--- src/rtl/nn_layer_sequencer_if.sv ---
// nn_layer_sequencer_if
//  Bundles the two data-side channels of the layer sequencer:
//   - input element stream  (in_valid / in_ready / in_data)
//   - layer datapath control (fill / req / x_data / x_addr / mac_ack / layer_ack)
//  Handshake: an input element transfers on every clock edge where in_valid and
//  in_ready are both high; the producer holds in_data stable while in_valid is high.
//  mac_ack is a one-cycle pulse from the layer meaning x_data has been consumed;
//  layer_ack is a level from the layer meaning its result is ready.
//  Modports:
//   master - the sequencer side (drives in_ready, fill, req, x_data, x_addr)
//   slave  - the producer/layer side (drives in_valid, in_data, mac_ack, layer_ack)
interface nn_layer_sequencer_if #(
    parameter int DATA_W = 8,
    parameter int N_IN   = 2
);
    localparam int IW = (N_IN > 1) ? $clog2(N_IN) : 1;

    logic              in_valid;
    logic              in_ready;
    logic [DATA_W-1:0] in_data;
    logic              fill;
    logic              req;
    logic [DATA_W-1:0] x_data;
    logic [IW-1:0]     x_addr;
    logic              mac_ack;
    logic              layer_ack;

    modport master (
        input  in_valid, in_data, mac_ack, layer_ack,
        output in_ready, fill, req, x_data, x_addr
    );

    modport slave (
        output in_valid, in_data, mac_ack, layer_ack,
        input  in_ready, fill, req, x_data, x_addr
    );
endinterface

--- src/rtl/nn_layer_sequencer.sv ---
// nn_layer_sequencer
//  Sequences one fully-connected layer: pulses fill for FILL_LEN cycles so the
//  layer can load weights/bias, buffers one N_IN-element input vector, streams the
//  elements to the MAC one per mac_ack, then waits for layer_ack and pulses done.
//  Optional feature macro: NN_SEQ_TIMEOUT_EN enables a RUN/WAIT watchdog that sets a
//  sticky err and aborts to IDLE after TMO_CYC cycles without progress.
//  Ports:
//   clk        clock, all state on posedge
//   rst        asynchronous active-low reset
//   start      one-cycle run request, honoured only in IDLE
//   busy       high in every state except IDLE
//   done       one-cycle pulse when the layer result is valid
//   err        sticky watchdog error (always 0 without NN_SEQ_TIMEOUT_EN)
//   dbg_state  current FSM state encoding
//   bus        input stream + layer control channels (master side)
module nn_layer_sequencer #(
    parameter int DATA_W   = 8,
    parameter int N_IN     = 2,
    parameter int FILL_LEN = 2,
    parameter int TMO_CYC  = 255
) (
    input  logic       clk,
    input  logic       rst,
    input  logic       start,
    output logic       busy,
    output logic       done,
    output logic       err,
    output logic [2:0] dbg_state,
    nn_layer_sequencer_if.master bus
);
    localparam int IW  = (N_IN > 1) ? $clog2(N_IN) : 1;
    localparam int FCW = (FILL_LEN > 1) ? $clog2(FILL_LEN) : 1;

    localparam logic [2:0] S_IDLE = 3'd0;
    localparam logic [2:0] S_FILL = 3'd1;
    localparam logic [2:0] S_LOAD = 3'd2;
    localparam logic [2:0] S_RUN  = 3'd3;
    localparam logic [2:0] S_WAIT = 3'd4;
    localparam logic [2:0] S_DONE = 3'd5;

    logic [2:0]        state;
    logic [FCW-1:0]    fcnt;
    logic [IW-1:0]     lcnt;
    logic [IW-1:0]     idx;
    logic [DATA_W-1:0] x_data_q;
    logic [DATA_W-1:0] data_buf [N_IN];
    logic              tmo_hit;

    wire load_beat = (state == S_LOAD) && bus.in_valid;
    wire last_load = (lcnt == IW'(N_IN - 1));
    wire last_idx  = (idx == IW'(N_IN - 1));

    assign busy        = (state != S_IDLE);
    assign done        = (state == S_DONE);
    assign dbg_state   = state;
    assign bus.in_ready = (state == S_LOAD);
    assign bus.fill     = (state == S_FILL);
    assign bus.req      = (state == S_RUN);
    assign bus.x_data   = x_data_q;
    assign bus.x_addr   = idx;

`ifdef NN_SEQ_TIMEOUT_EN
    localparam int TW = $clog2(TMO_CYC + 1);

    logic [TW-1:0] tcnt;
    logic          err_q;

    // The counter measures cycles since entering RUN or since the last mac_ack.
    wire tmo_active = ((state == S_RUN) && !bus.mac_ack) || (state == S_WAIT);
    assign tmo_hit  = tmo_active && (tcnt == TW'(TMO_CYC - 1));
    assign err      = err_q;

    always_ff @(posedge clk or negedge rst) begin
        if (!rst) begin
            tcnt <= '0;
        end else if (tmo_active && !tmo_hit) begin
            tcnt <= tcnt + 1'b1;
        end else begin
            tcnt <= '0;
        end
    end

    always_ff @(posedge clk or negedge rst) begin
        if (!rst) begin
            err_q <= 1'b0;
        end else if (tmo_hit) begin
            err_q <= 1'b1;
        end else if ((state == S_IDLE) && start) begin
            err_q <= 1'b0;
        end
    end
`else
    assign tmo_hit = 1'b0;
    assign err     = 1'b0;
`endif

    // Element buffer needs no reset; it is always written before it is read.
    always_ff @(posedge clk) begin
        if (load_beat) begin
            data_buf[lcnt] <= bus.in_data;
        end
    end

    always_ff @(posedge clk or negedge rst) begin
        if (!rst) begin
            state    <= S_IDLE;
            fcnt     <= '0;
            lcnt     <= '0;
            idx      <= '0;
            x_data_q <= '0;
        end else if (tmo_hit) begin
            // Watchdog abort skips DONE, so counters are cleared here instead.
            state    <= S_IDLE;
            fcnt     <= '0;
            lcnt     <= '0;
            idx      <= '0;
        end else begin
            case (state)
                S_IDLE: begin
                    if (start) begin
                        state <= S_FILL;
                    end
                end
                S_FILL: begin
                    if (fcnt == FCW'(FILL_LEN - 1)) begin
                        state <= S_LOAD;
                    end else begin
                        fcnt <= fcnt + 1'b1;
                    end
                end
                S_LOAD: begin
                    if (bus.in_valid) begin
                        if (last_load) begin
                            state <= S_RUN;
                            // Element 0 must be on x_data in the first RUN cycle; with a
                            // single-element vector it is the beat being accepted now.
                            x_data_q <= (N_IN == 1) ? bus.in_data : data_buf[0];
                        end else begin
                            lcnt <= lcnt + 1'b1;
                        end
                    end
                end
                S_RUN: begin
                    if (bus.mac_ack) begin
                        if (last_idx) begin
                            state <= S_WAIT;
                        end else begin
                            idx      <= idx + 1'b1;
                            x_data_q <= data_buf[idx + IW'(1)];
                        end
                    end
                end
                S_WAIT: begin
                    if (bus.layer_ack) begin
                        state <= S_DONE;
                    end
                end
                S_DONE: begin
                    state <= S_IDLE;
                    fcnt  <= '0;
                    lcnt  <= '0;
                    idx   <= '0;
                end
                default: begin
                    state <= S_IDLE;
                end
            endcase
        end
    end
endmodule

--- src/flat_wrapper.sv ---
// flat-port wrapper written by rule: the top's interface ports become plain ports
module nn_layer_sequencer_flat 
#(
    parameter int DATA_W   = 8,
    parameter int N_IN     = 2,
    parameter int FILL_LEN = 2,
    parameter int TMO_CYC  = 255
)
  (clk, rst, start, busy, done, err, dbg_state, bus_in_valid, bus_in_data, bus_mac_ack, bus_layer_ack, bus_in_ready, bus_fill, bus_req, bus_x_data, bus_x_addr);
  nn_layer_sequencer_if #(.DATA_W(DATA_W), .N_IN(N_IN)) bus_i ();
  input  logic clk;
  input  logic rst;
  input  logic start;
  output logic busy;
  output logic done;
  output logic err;
  output logic [2:0] dbg_state;
  input wire logic [$bits(bus_i.in_valid)-1:0] bus_in_valid;
  input wire logic [$bits(bus_i.in_data)-1:0] bus_in_data;
  input wire logic [$bits(bus_i.mac_ack)-1:0] bus_mac_ack;
  input wire logic [$bits(bus_i.layer_ack)-1:0] bus_layer_ack;
  output wire logic [$bits(bus_i.in_ready)-1:0] bus_in_ready;
  output wire logic [$bits(bus_i.fill)-1:0] bus_fill;
  output wire logic [$bits(bus_i.req)-1:0] bus_req;
  output wire logic [$bits(bus_i.x_data)-1:0] bus_x_data;
  output wire logic [$bits(bus_i.x_addr)-1:0] bus_x_addr;
  assign bus_i.in_valid = bus_in_valid;
  assign bus_i.in_data = bus_in_data;
  assign bus_i.mac_ack = bus_mac_ack;
  assign bus_i.layer_ack = bus_layer_ack;
  assign bus_in_ready = bus_i.in_ready;
  assign bus_fill = bus_i.fill;
  assign bus_req = bus_i.req;
  assign bus_x_data = bus_i.x_data;
  assign bus_x_addr = bus_i.x_addr;
  nn_layer_sequencer #(.DATA_W(DATA_W), .N_IN(N_IN), .FILL_LEN(FILL_LEN), .TMO_CYC(TMO_CYC)) u_core (.clk(clk), .rst(rst), .start(start), .busy(busy), .done(done), .err(err), .dbg_state(dbg_state), .bus(bus_i));
endmodule
--- config.mk ---
export PLATFORM = sky130hd
export DESIGN_NAME = nn_layer_sequencer_flat
export DESIGN_NICKNAME = d
export VERILOG_FILES = /design/src/rtl/nn_layer_sequencer_if.sv /design/src/rtl/nn_layer_sequencer.sv /design/src/flat_wrapper.sv
export SDC_FILE = /design/constraint.sdc
export NUM_CORES = 1
export LEC_CHECK = 0
export CAP_MARGIN = 25
export CORE_MARGIN = 2
export CORE_UTILIZATION = 43
export DETAILED_ROUTE_END_ITERATION = 8
export PLACE_DENSITY = 0.74
export SLEW_MARGIN = 40
export SYNTH_ARGS = -nofsm -noshare
export SYNTH_HDL_FRONTEND = slang
export SYNTH_SLANG_ARGS = --single-unit
export TNS_END_PERCENT = 5
--- constraint.sdc ---
create_clock -name clk -period 1.45 [get_ports clk]
set_input_delay 0.29 -clock clk [delete_from_list [all_inputs] [get_ports clk]]
set_output_delay 0.29 -clock clk [all_outputs]
set_load 0.02 [all_outputs]
==> metrics.yaml, run 1 <==
post-route-util_pct: 62.58
vias_per_cell: 5.102
slowest_stage: "dfrtp_2"
synthesis.nets: 112
setup_slack_ns: -0.1620
grtUsageTotal_pct: 16.15
r2r_cells: 6
gp_congestion: 0.8131
rsz0062_at_grt: "true"
synth_cell_types: 30
drt_iter0_markers: 29
max_freq_ghz: 0.6204
p_int_mw: 2.151
pin_count: 32
grt_pass1_vias: 846
post_drt_wl_per_cell_um: 14.41
cp-start-kind: "register"
num-fill-cells: 232
synth_top_area_cell: "edfxtp_1"
grt-busiest-layer: "met2"
rr_startpoint: "u_core.dbg_state[2]"
worstPathRequired_ns: 1.16
critical_path_buf_inv_count: 1
synth_common_cells: "16 x edfxtp_1, 14 x dfrtp_1, 12 x nor2_1, 9 x a21oi_1, 8 x mux2i_1"
diodes: 0
synth_area_leaders: "edfxtp_1 37%, dfrtp_1 27%, mux2i_1 6.2%"
drive_above_1_share_pct: 30.34
die_w_um: 58.72
drc_errors: 2
p_comb_share_pct: 50.7
synthCells: 98
cp_cell_sequence: "or2b_1 > nor2_1 > buf_4"
initial_utilization_pct: 45.90
grtUsageMet2_pct: 27.94
cts_sinks: 30
hold_buffers: 0
grt_max_degree: 17
synthArstFlopShare_pct: 46.67
htreeDepth: 2
wirelength_um: 2537
post-route-period-util_pct: 111.2
power.leakage_nw: 0.7153
p_sw_share_pct: 38.60
hold_class: "input port to asynchronous set/reset pin"
setup-violations-final: 30
crit_path_end_kind: "output pin"
max_stage_delay_ns: 0.44
clockBufferDepth: 2
power_frac_seq_pct: 36.4
grt_antenna_before_repair: 0
final_max_slew_viol_count: 0
fin_crit_ns: 1.612
num_vias: 898
drt_pass1_iterations: 6
portBuffers: 30
yosysWarningCount: 0
fin_skew_ns: 0.01203
chipHeight_um: 58.72
ir_drop_v: 0.0008785
clk_pin_slew_ns: 0.09
cts_tree: "built"
r2r_slack_ns: -0.12
fp-row-count: 19
yosys_register_bits: 30
cp.arrival_ns: 1.32
violations: "DRC, setup timing"
final_hold_viol_count: 0
status: "finished with violations"
core-area_sq_um: 2805
crit_family: "flip-flops"
synth_area_per_cell_sq_um: 13.14
hpwl_um: 1816
insertion_delay_ns: 0.31
power.density_nw_per_um2: 1995
yosysMostFrequentCell: "edfxtp_1"
r2r-end: "u_core.bus.x_data[0]"
met3_usage_pct: 3.956
cts_root_buf: "clkbuf_4"
clkPwrFrac_pct: 12.9
overflow: 0
synth_edf_count: 16
synth_ff_type: "edfxtp_1"
grt_pass1_wl_um: 3995
setup_tns_ns: -1.936
fin_nets: 158
cp_max_fo: 5
met1_usage_pct: 19.51
synth-seq-area-share_pct: 64.53
maxCapViolCount: 0
crit_type: "register to output pin"
ant_nets: 0
area_growth_syn_to_layout_pct: 36.35
die_area_sq_um: 3448
p_switching_mw: 1.352
cts_made_buffers: 5
netlist_area_sq_um: 1287
yosys.area.top_type_share_pct: 37.32
-- power groups by stage --
stage | combinational (mW) | sequential [mW] | clock (mW)
after CTS | 1.72 | 1.28 | 0.467
after global routing | 1.90 | 1.31 | 0.507
after floorplan | 0.854 | 1.49 | 0
after global placement | 1.78 | 1.28 | 0
after detailed placement | 1.82 | 1.29 | 0
final | 1.78 | 1.28 | 0.451
-- metal layers --
layer / wire [um] / share of wire, % / up-vias
met5: 0 / 0 / -
met3: 129 / 5.1 / 6
met1: 1014 / 40 / 430
met4: 27 / 1.1 / 0
met2: 1364 / 54 / 26
li1: - / - / 436
-- stage by stage --
| stage | area, sq um | power, mW | setup WS [ns] | cells | hold WS [ns] |
|---|---|---|---|---|---|
| 2_1_floorplan | 1314 | 2.340 | -0.1500 | 98 | -0.005591 |
| 3_3_place_gp | 1703 | 3.067 | -0.2308 | 166 | 0.4740 |
| 3_5_place_dp | 1703 | 3.110 | -0.2732 | 166 | 0.4892 |
| 4_1_cts | 1743 | 3.465 | -0.1676 | 175 | 0.2696 |
| 5_1_grt | 1755 | 3.713 | -0.1931 | 176 | 0.2995 |
| 6_report | 1755 | 3.503 | -0.1620 | 176 | 0.2711 |
-- final cells by class --
class                           count  area [sq um]  area share (%)
Clock buffer                        6         41.29           2.352
Clock inverter                      2         10.01          0.5702
Inverter                            3         11.26          0.6415
Multi-Input combinational cell     59         424.2           24.16
Sequential cell                    30         833.3           47.47
Tap cell                           31         38.79           2.210
Timing Repair Buffer               45         396.6           22.59
-- what timing repair did --
item,4_1_cts,5_1_grt
endpoints found under the setup margin,42,32
pin swaps,3,4
buffers inserted,1,1
resized for setup,45,8
-- cell families after synthesis --
kind of cell / after synthesis / share of synthesized area, %
DFF: 30 / 64.53
other: 1 / 0.2913
muxes: 8 / 6.220
and+or+nand+nor: 30 / 12.93
buffers and inverters: 9 / 5.247
AOI/OAI and AO/OA: 20 / 10.79
-- how the worst max path moves through the flow --
stage                         from               endpoint  slack [ns]  depth (start not counted)
3_5_place_dp   u_core.dbg_state[1]               bus_fill       -0.27                          3
4_1_cts        u_core.dbg_state[1]               bus_fill       -0.17                          3
2_1_floorplan  u_core.dbg_state[0]  u_core.data_buf[0][0]       -0.15                          4
3_3_place_gp   u_core.dbg_state[1]               bus_fill       -0.23                          3
6_report       u_core.dbg_state[1]               bus_fill       -0.16                          3
5_1_grt        u_core.dbg_state[2]   u_core.bus.x_data[4]       -0.19                          6
-- placed cells by master (no fill, tap or decap), drive strengths merged --
master / n
a211oi: 1
a21o: 1
a21oi: 9
a221oi: 1
a22oi: 1
a31oi: 1
and2: 2
and3: 1
and3b: 2
buf: 23
clkbuf: 6
clkdlybuf4s50: 13
clkinv: 2
conb: 1
dfrtp: 14
dlygate4sd2: 9
edfxtp: 16
inv: 3
mux2i: 8
nand2: 6
nand2b: 1
nand3b: 1
nor2: 12
nor2b: 2
nor3b: 1
o21ai: 3
o21bai: 1
o2bb2ai: 1
o31ai: 1
or2b: 1
or3: 1
-- registers in the layout (all words and copies together) (netlist names) --
register and count:
u_core.last_load 1, u_core.fcnt 1, u_core.bus.x_addr 1, u_core.data_buf 16, u_core.bus.x_data 8, u_core.dbg_state 3
Note: power is estimated with default switching activity, not from simulation.
==> run 2: changes to the inputs <==
--- a/config.mk
+++ b/config.mk
@@ -6,7 +6,7 @@
 export NUM_CORES = 1
 export LEC_CHECK = 0
 export CAP_MARGIN = 25
-export CORE_MARGIN = 2
+export CORE_MARGIN = 5
 export CORE_UTILIZATION = 43
 export DETAILED_ROUTE_END_ITERATION = 8
 export PLACE_DENSITY = 0.74
==> constraint.sdc (replaced) <==
create_clock -name clk -period 1.45 [get_ports clk]
set_input_delay 0.29 -clock clk [delete_from_list [all_inputs] [get_ports clk]]
set_output_delay 0.29 -clock clk [all_outputs]
set_load 0.1 [all_outputs]
==> run 2 against run 1 <==
Net effect: the flow finishes with violations (setup timing); worst setup slack worse by 0.11 ns; routed wire length up 18%; cell count increased by 4.5%; non-clock buffer count up 8; critical path type unchanged; largest cell class unchanged; highest routed layer unchanged.
==> metrics.yaml, run 2 (synthesis results as in run 1) <==
fin_skew_ns: 0.008754  # was 0.01203 ns
overflow: 0  # unchanged
hold_buffers: 0  # unchanged
max_freq_ghz: 0.5798  # was 0.6204 GHz
wirelength_um: 2993  # was 2537 um
area_growth_syn_to_layout_pct: 60.84  # was 36.35%
final_cells: 184  # was 176
cp.arrival_ns: 1.43  # was 1.32 ns
cts_tree: "built"  # unchanged
initial_utilization_pct: 45.90  # unchanged
holdWs_ns: 0.2939  # was 0.2711 ns
maxCapViolCount: 0  # unchanged
num_vias: 940  # was 898
startpoint: "u_core.dbg_state[0]"  # was u_core.dbg_state[1]
cts_root_buf: "clkbuf_4"  # unchanged
gp_congestion: 0.7864  # was 0.8131
final_hold_viol_count: 0  # unchanged
post-route-util_pct: 73.82  # was 62.58%
diodes: 0  # unchanged
die_w_um: 64.72  # was 58.72 um
r2r_cells: 6  # unchanged
r2r_slack_ns: -0.16  # was -0.12 ns
fin_crit_ns: 1.725  # was 1.612 ns
rsz0062_at_grt: "true"  # unchanged
grt_pass1_vias: 1060  # was 846
portBuffers: 30  # unchanged
clockBufferDepth: 2  # unchanged
vias_per_cell: 5.109  # was 5.102
top_register: "u_core.data_buf"  # unchanged
chipHeight_um: 64.72  # was 58.72 um
r2r-end: "u_core.bus.x_data[7]"  # was u_core.bus.x_data[0]
setup-violations-final: 33  # was 30
drt_pass1_iterations: 4  # was 6
status: "finished with violations"  # unchanged
rr_startpoint: "u_core.dbg_state[0]"  # was u_core.dbg_state[2]
crit_path_end_kind: "output pin"  # unchanged
cp_max_fo: 8  # was 5
grt_max_degree: 17  # unchanged
crit_type: "register to output pin"  # unchanged
clk_pin_slew_ns: 0.09  # about the same
hold_class: "input port to asynchronous set/reset pin"  # unchanged
place_inst: 168  # was 166
pre_cts_ws_ns: -0.2217  # was -0.2732 ns
post_drt_wl_per_cell_um: 16.27  # was 14.41 um
worstPathRequired_ns: 1.16  # about the same
drt_iter0_markers: 51  # was 29
post-route-period-util_pct: 119.0  # was 111.2%
final_max_slew_viol_count: 0  # unchanged
die_area_sq_um: 4189  # was 3448 sq um
violations: "setup timing"  # was DRC, setup timing
cp-start-kind: "register"  # unchanged
pin_count: 32  # unchanged
grt_antenna_before_repair: 0  # unchanged
grt_pass1_wl_um: 4981  # was 3995 um
largest_reg_flops: 16  # unchanged
insertion_delay_ns: 0.31  # about the same
setup_slack_ns: -0.2748  # was -0.1620 ns
htreeDepth: 2  # unchanged
most-common-layout-cells: "19 x buf_12, 17 x buf_4, 16 x edfxtp_1"  # was 16 x edfxtp_1, 13 x clkdlybuf4s50_1, 13 x buf_4
cts_sinks: 30  # unchanged
cts_made_buffers: 5  # unchanged
grtUsageTotal_pct: 15.69  # was 16.15%
drc_errors: 0  # was 2
fp-row-count: 19  # unchanged
hpwl_um: 2065  # was 1816 um
ant_nets: 0  # unchanged
fin_nets: 166  # was 158
mostFrequentLayoutCell: "buf_12"  # was edfxtp_1
core-area_sq_um: 2805  # unchanged
drive_above_1_share_pct: 43.79  # was 30.34%
run 2: cell count changes in the layout (fill, tap and decap cells not counted), moves of 2 or more:
cell	previous run	this run
buf_12	1	19
dlygate4sd2_1	9	0
dfrtp_4	0	2
buf_2	5	0
dfrtp_1	12	10
buf_4	13	17
nor2_1	11	9
run 2: how the worst max path moves through the flow:
stage / to / slack, ns
final: dbg_state[0] / -0.27
after global routing: bus_fill / -0.33
after floorplan: u_core.data_buf[0][0] / -1.02
after global placement: u_core.bus.x_data[6] / -0.13
after CTS: bus_fill / -0.28
after detailed placement: u_core.bus.x_data[6] / -0.22
run 2: layout make-up:
class                   count  area [sq um]
flip-flops and latches     30         840.8
fillers                   180         734.5
repair buffers             53         683.2
multi-input cells          59         446.7
clock buffers               6         41.29
well taps                  31         38.79
inverters                   3         11.26
clock inverters             2         8.758
run 2: through the flow:
step,setup TNS [ns],area (sq um)
floorplan,-25.11,1326
global placement,-2.658,1897
detailed placement,-3.992,1897
CTS,-3.541,2046
global route,-4.995,2071
finish,-3.521,2071
run 2: worst max-delay path, stage by stage, from the launching register on:
cell     delay, ns
dfrtp_4       0.54
buf_4         0.16
buf_4         0.13
buf_4         0.13
buf_12        0.15
run 2: timing repair:
action                     in CTS  in global routing
setup buffers                   7                  1
setup endpoints to repair      31                 34
gates resized for setup        10                  7
pin swaps                       3                  3
run 2: metal layers:
metal / global-route usage (%) / wire length, um / share of wire, %
met5: 0 / 0 / 0
met4: 2.375 / 9 / 0.30
met3: 5.699 / 143 / 4.8
met2: 28.22 / 1652 / 55
met1: 18.26 / 1187 / 40
Power of run 2 is not shown: default switching activity piles up to over one toggle a cycle in this logic, so the estimate is an artifact.
==> run 3: changes to the inputs <==
--- a/config.mk
+++ b/config.mk
@@ -5,11 +5,13 @@
 export SDC_FILE = /design/constraint.sdc
 export NUM_CORES = 1
 export LEC_CHECK = 0
+export ABC_AREA = 0
 export CAP_MARGIN = 25
-export CORE_MARGIN = 5
+export CORE_MARGIN = 2
 export CORE_UTILIZATION = 43
 export DETAILED_ROUTE_END_ITERATION = 8
 export PLACE_DENSITY = 0.74
+export REMOVE_ABC_BUFFERS = 1
 export SLEW_MARGIN = 40
 export SYNTH_ARGS = -nofsm -noshare
 export SYNTH_HDL_FRONTEND = slang
==> run 3 against run 2 <==
Net effect: critical path depth is 2 higher; worst setup slack lost 0.011 ns; cell count unchanged; the flow finishes with violations (DRC, setup timing); routed wire length fell by 3.4%; clock skew grew 0.0031 ns; fmax fell by 0.62%; non-clock buffer count unchanged; via count grew 2.2%; sequential share of layout area is 0.14 points lower; highest routed layer unchanged; flip-flop and latch count did not move; critical path type is now register to register.
==> metrics.yaml, run 3 (synthesis results as in run 1) <==
status: "finished with violations"  # unchanged
violations: "DRC, setup timing"  # was setup timing
grt_max_degree: 17  # unchanged
overflow: 0  # unchanged
cts_made_buffers: 5  # unchanged
cts_sinks: 30  # unchanged
cp_max_fo: 5  # was 8
drt_iter0_markers: 44  # was 51
grt_antenna_before_repair: 0  # unchanged
r2r_slack_ns: -0.29  # was -0.16 ns
clockBufferDepth: 2  # unchanged
fp-row-count: 19  # unchanged
cts_root_buf: "clkbuf_4"  # unchanged
grt_pass1_wl_um: 4457  # was 4981 um
hold_class: "input port to asynchronous set/reset pin"  # unchanged
vias_per_cell: 5.223  # was 5.109
largest_reg_flops: 16  # unchanged
fin_skew_ns: 0.01187  # was 0.008754 ns
htreeDepth: 2  # unchanged
hold_buffers: 0  # unchanged
slowest_stage: "dfrtp_2"  # was dfrtp_4
wirelength_um: 2892  # was 2993 um
die_w_um: 58.72  # was 64.72 um
fin_crit_ns: 1.736  # was 1.725 ns
crit_top_cell: "buf_6"  # was buf_4
setup-violations-final: 16  # was 33
num_vias: 961  # was 940
rsz0062_at_grt: "true"  # unchanged
insertion_delay_ns: 0.32  # was 0.31 ns
core-area_sq_um: 2805  # unchanged
multi_input_area_sq_um: 421.7  # was 446.7 sq um
drive_above_1_share_pct: 39.87  # was 43.79%
rr_startpoint: "u_core.dbg_state[0]"  # unchanged
setup_tns_ns: -2.751  # was -3.521 ns
crit_type: "register to register"  # was register to output pin
max_stage_delay_ns: 0.47  # was 0.54 ns
num-fill-cells: 203  # was 180
maxCapViolCount: 0  # unchanged
most-common-layout-cells: "19 x buf_12, 17 x buf_4, 16 x edfxtp_1"  # unchanged
top_register: "u_core.data_buf"  # unchanged
final_max_slew_viol_count: 0  # unchanged
clk_pin_slew_ns: 0.10  # was 0.09 ns
grtUsageTotal_pct: 17.90  # was 15.69%
pre_cts_ws_ns: -0.2024  # was -0.2217 ns
worstPathRequired_ns: 1.64  # was 1.16 ns
die_area_sq_um: 3448  # was 4189 sq um
cp_cell_sequence: "buf_6 > buf_6 > nand3b_1 > and3b_2 > o21ai_0 > o31ai_1"  # was buf_4 > buf_4 > buf_4 > buf_12
final_cells: 184  # unchanged
post_drt_wl_per_cell_um: 15.72  # was 16.27 um
diodes: 0  # unchanged
mostFrequentLayoutCell: "buf_12"  # unchanged
gp_congestion: 0.9020  # was 0.7864
post-route-period-util_pct: 119.7  # was 119.0%
portBuffers: 30  # unchanged
place_inst: 171  # was 168
hpwl_um: 1842  # was 2065 um
chipHeight_um: 58.72  # was 64.72 um
area_growth_syn_to_layout_pct: 60.45  # was 60.84%
cp-start-kind: "register"  # unchanged
ant_nets: 0  # unchanged
r2r_cells: 6  # unchanged
cts_tree: "built"  # unchanged
pin_count: 32  # unchanged
initial_utilization_pct: 45.90  # unchanged
final_hold_viol_count: 0  # unchanged
drt_pass1_iterations: 6  # was 4
fin_nets: 166  # unchanged
r2r-end: "u_core.dbg_state[0]"  # was u_core.bus.x_data[7]
ff_latch_area_sq_um: 835.8  # was 840.8 sq um
cp.arrival_ns: 1.92  # was 1.43 ns
crit_path_end_kind: "register"  # was output pin
drc_errors: 2  # was 0
setup_slack_ns: -0.2855  # was -0.2748 ns
grt_pass1_vias: 998  # was 1060
max_freq_ghz: 0.5762  # was 0.5798 GHz
-- run 3: per-stage QoR --
stage	util, %	hold WS, ns	cell area [sq um]
6_report	73.64	0.2826	2066
5_1_grt	73.64	0.2825	2066
4_1_cts	73.06	0.2785	2049
3_5_place_dp	67.75	0.5026	1901
3_3_place_gp	67.75	0.4851	1901
2_1_floorplan	-	-0.005591	1231
-- run 3: timing repair --
item / in CTS / in global routing
gates resized for setup: 12 / 4
hold endpoints to repair: 0 / 0
pin swaps: 1 / 1
setup endpoints to repair: 26 / 25
setup buffers: 5 / 0
-- run 3: final cells by class --
type                    instances  area share (%)
flip-flops and latches         30           40.46
repair buffers                 53           33.07
multi-input cells              59           20.41
clock buffers                   6           1.999
well taps                      31           1.878
clock inverters                 2           1.635
inverters                       3          0.5451
-- run 3: how the worst max path moves through the flow --
stage,from,endpoint,slack (ns),depth (start not counted)
after floorplan,u_core.dbg_state[1],u_core.data_buf[0][0],-2.94,3
after global placement,bus_in_valid,u_core.bus.x_data[7],-0.13,6
after detailed placement,bus_in_valid,u_core.bus.x_data[6],-0.20,6
after CTS,u_core.dbg_state[0],bus_req,-0.25,4
after global routing,u_core.dbg_state[0],u_core.dbg_state[0],-0.35,6
final,u_core.dbg_state[0],u_core.dbg_state[0],-0.29,6
-- run 3: critical path: cells and delay by family, from the launching register on --
family / cells / cell delay (ns)
AND/OR/NAND/NOR: 2 / 0.50
flip-flops: 1 / 0.47
AO/OA/AOI/OAI: 2 / 0.40
buffers and inverters: 2 / 0.25
-- run 3: routing by layer --
metal | vias up | part of all wire, % | track usage, %
li1 | 454 | - | -
met1 | 482 | 38 | 21.19
met2 | 23 | 58 | 30.63
met3 | 2 | 3.4 | 4.835
met4 | 0 | 0.76 | 7.468
met5 | - | 0 | 0
Power of run 3 is left out for the same reason.
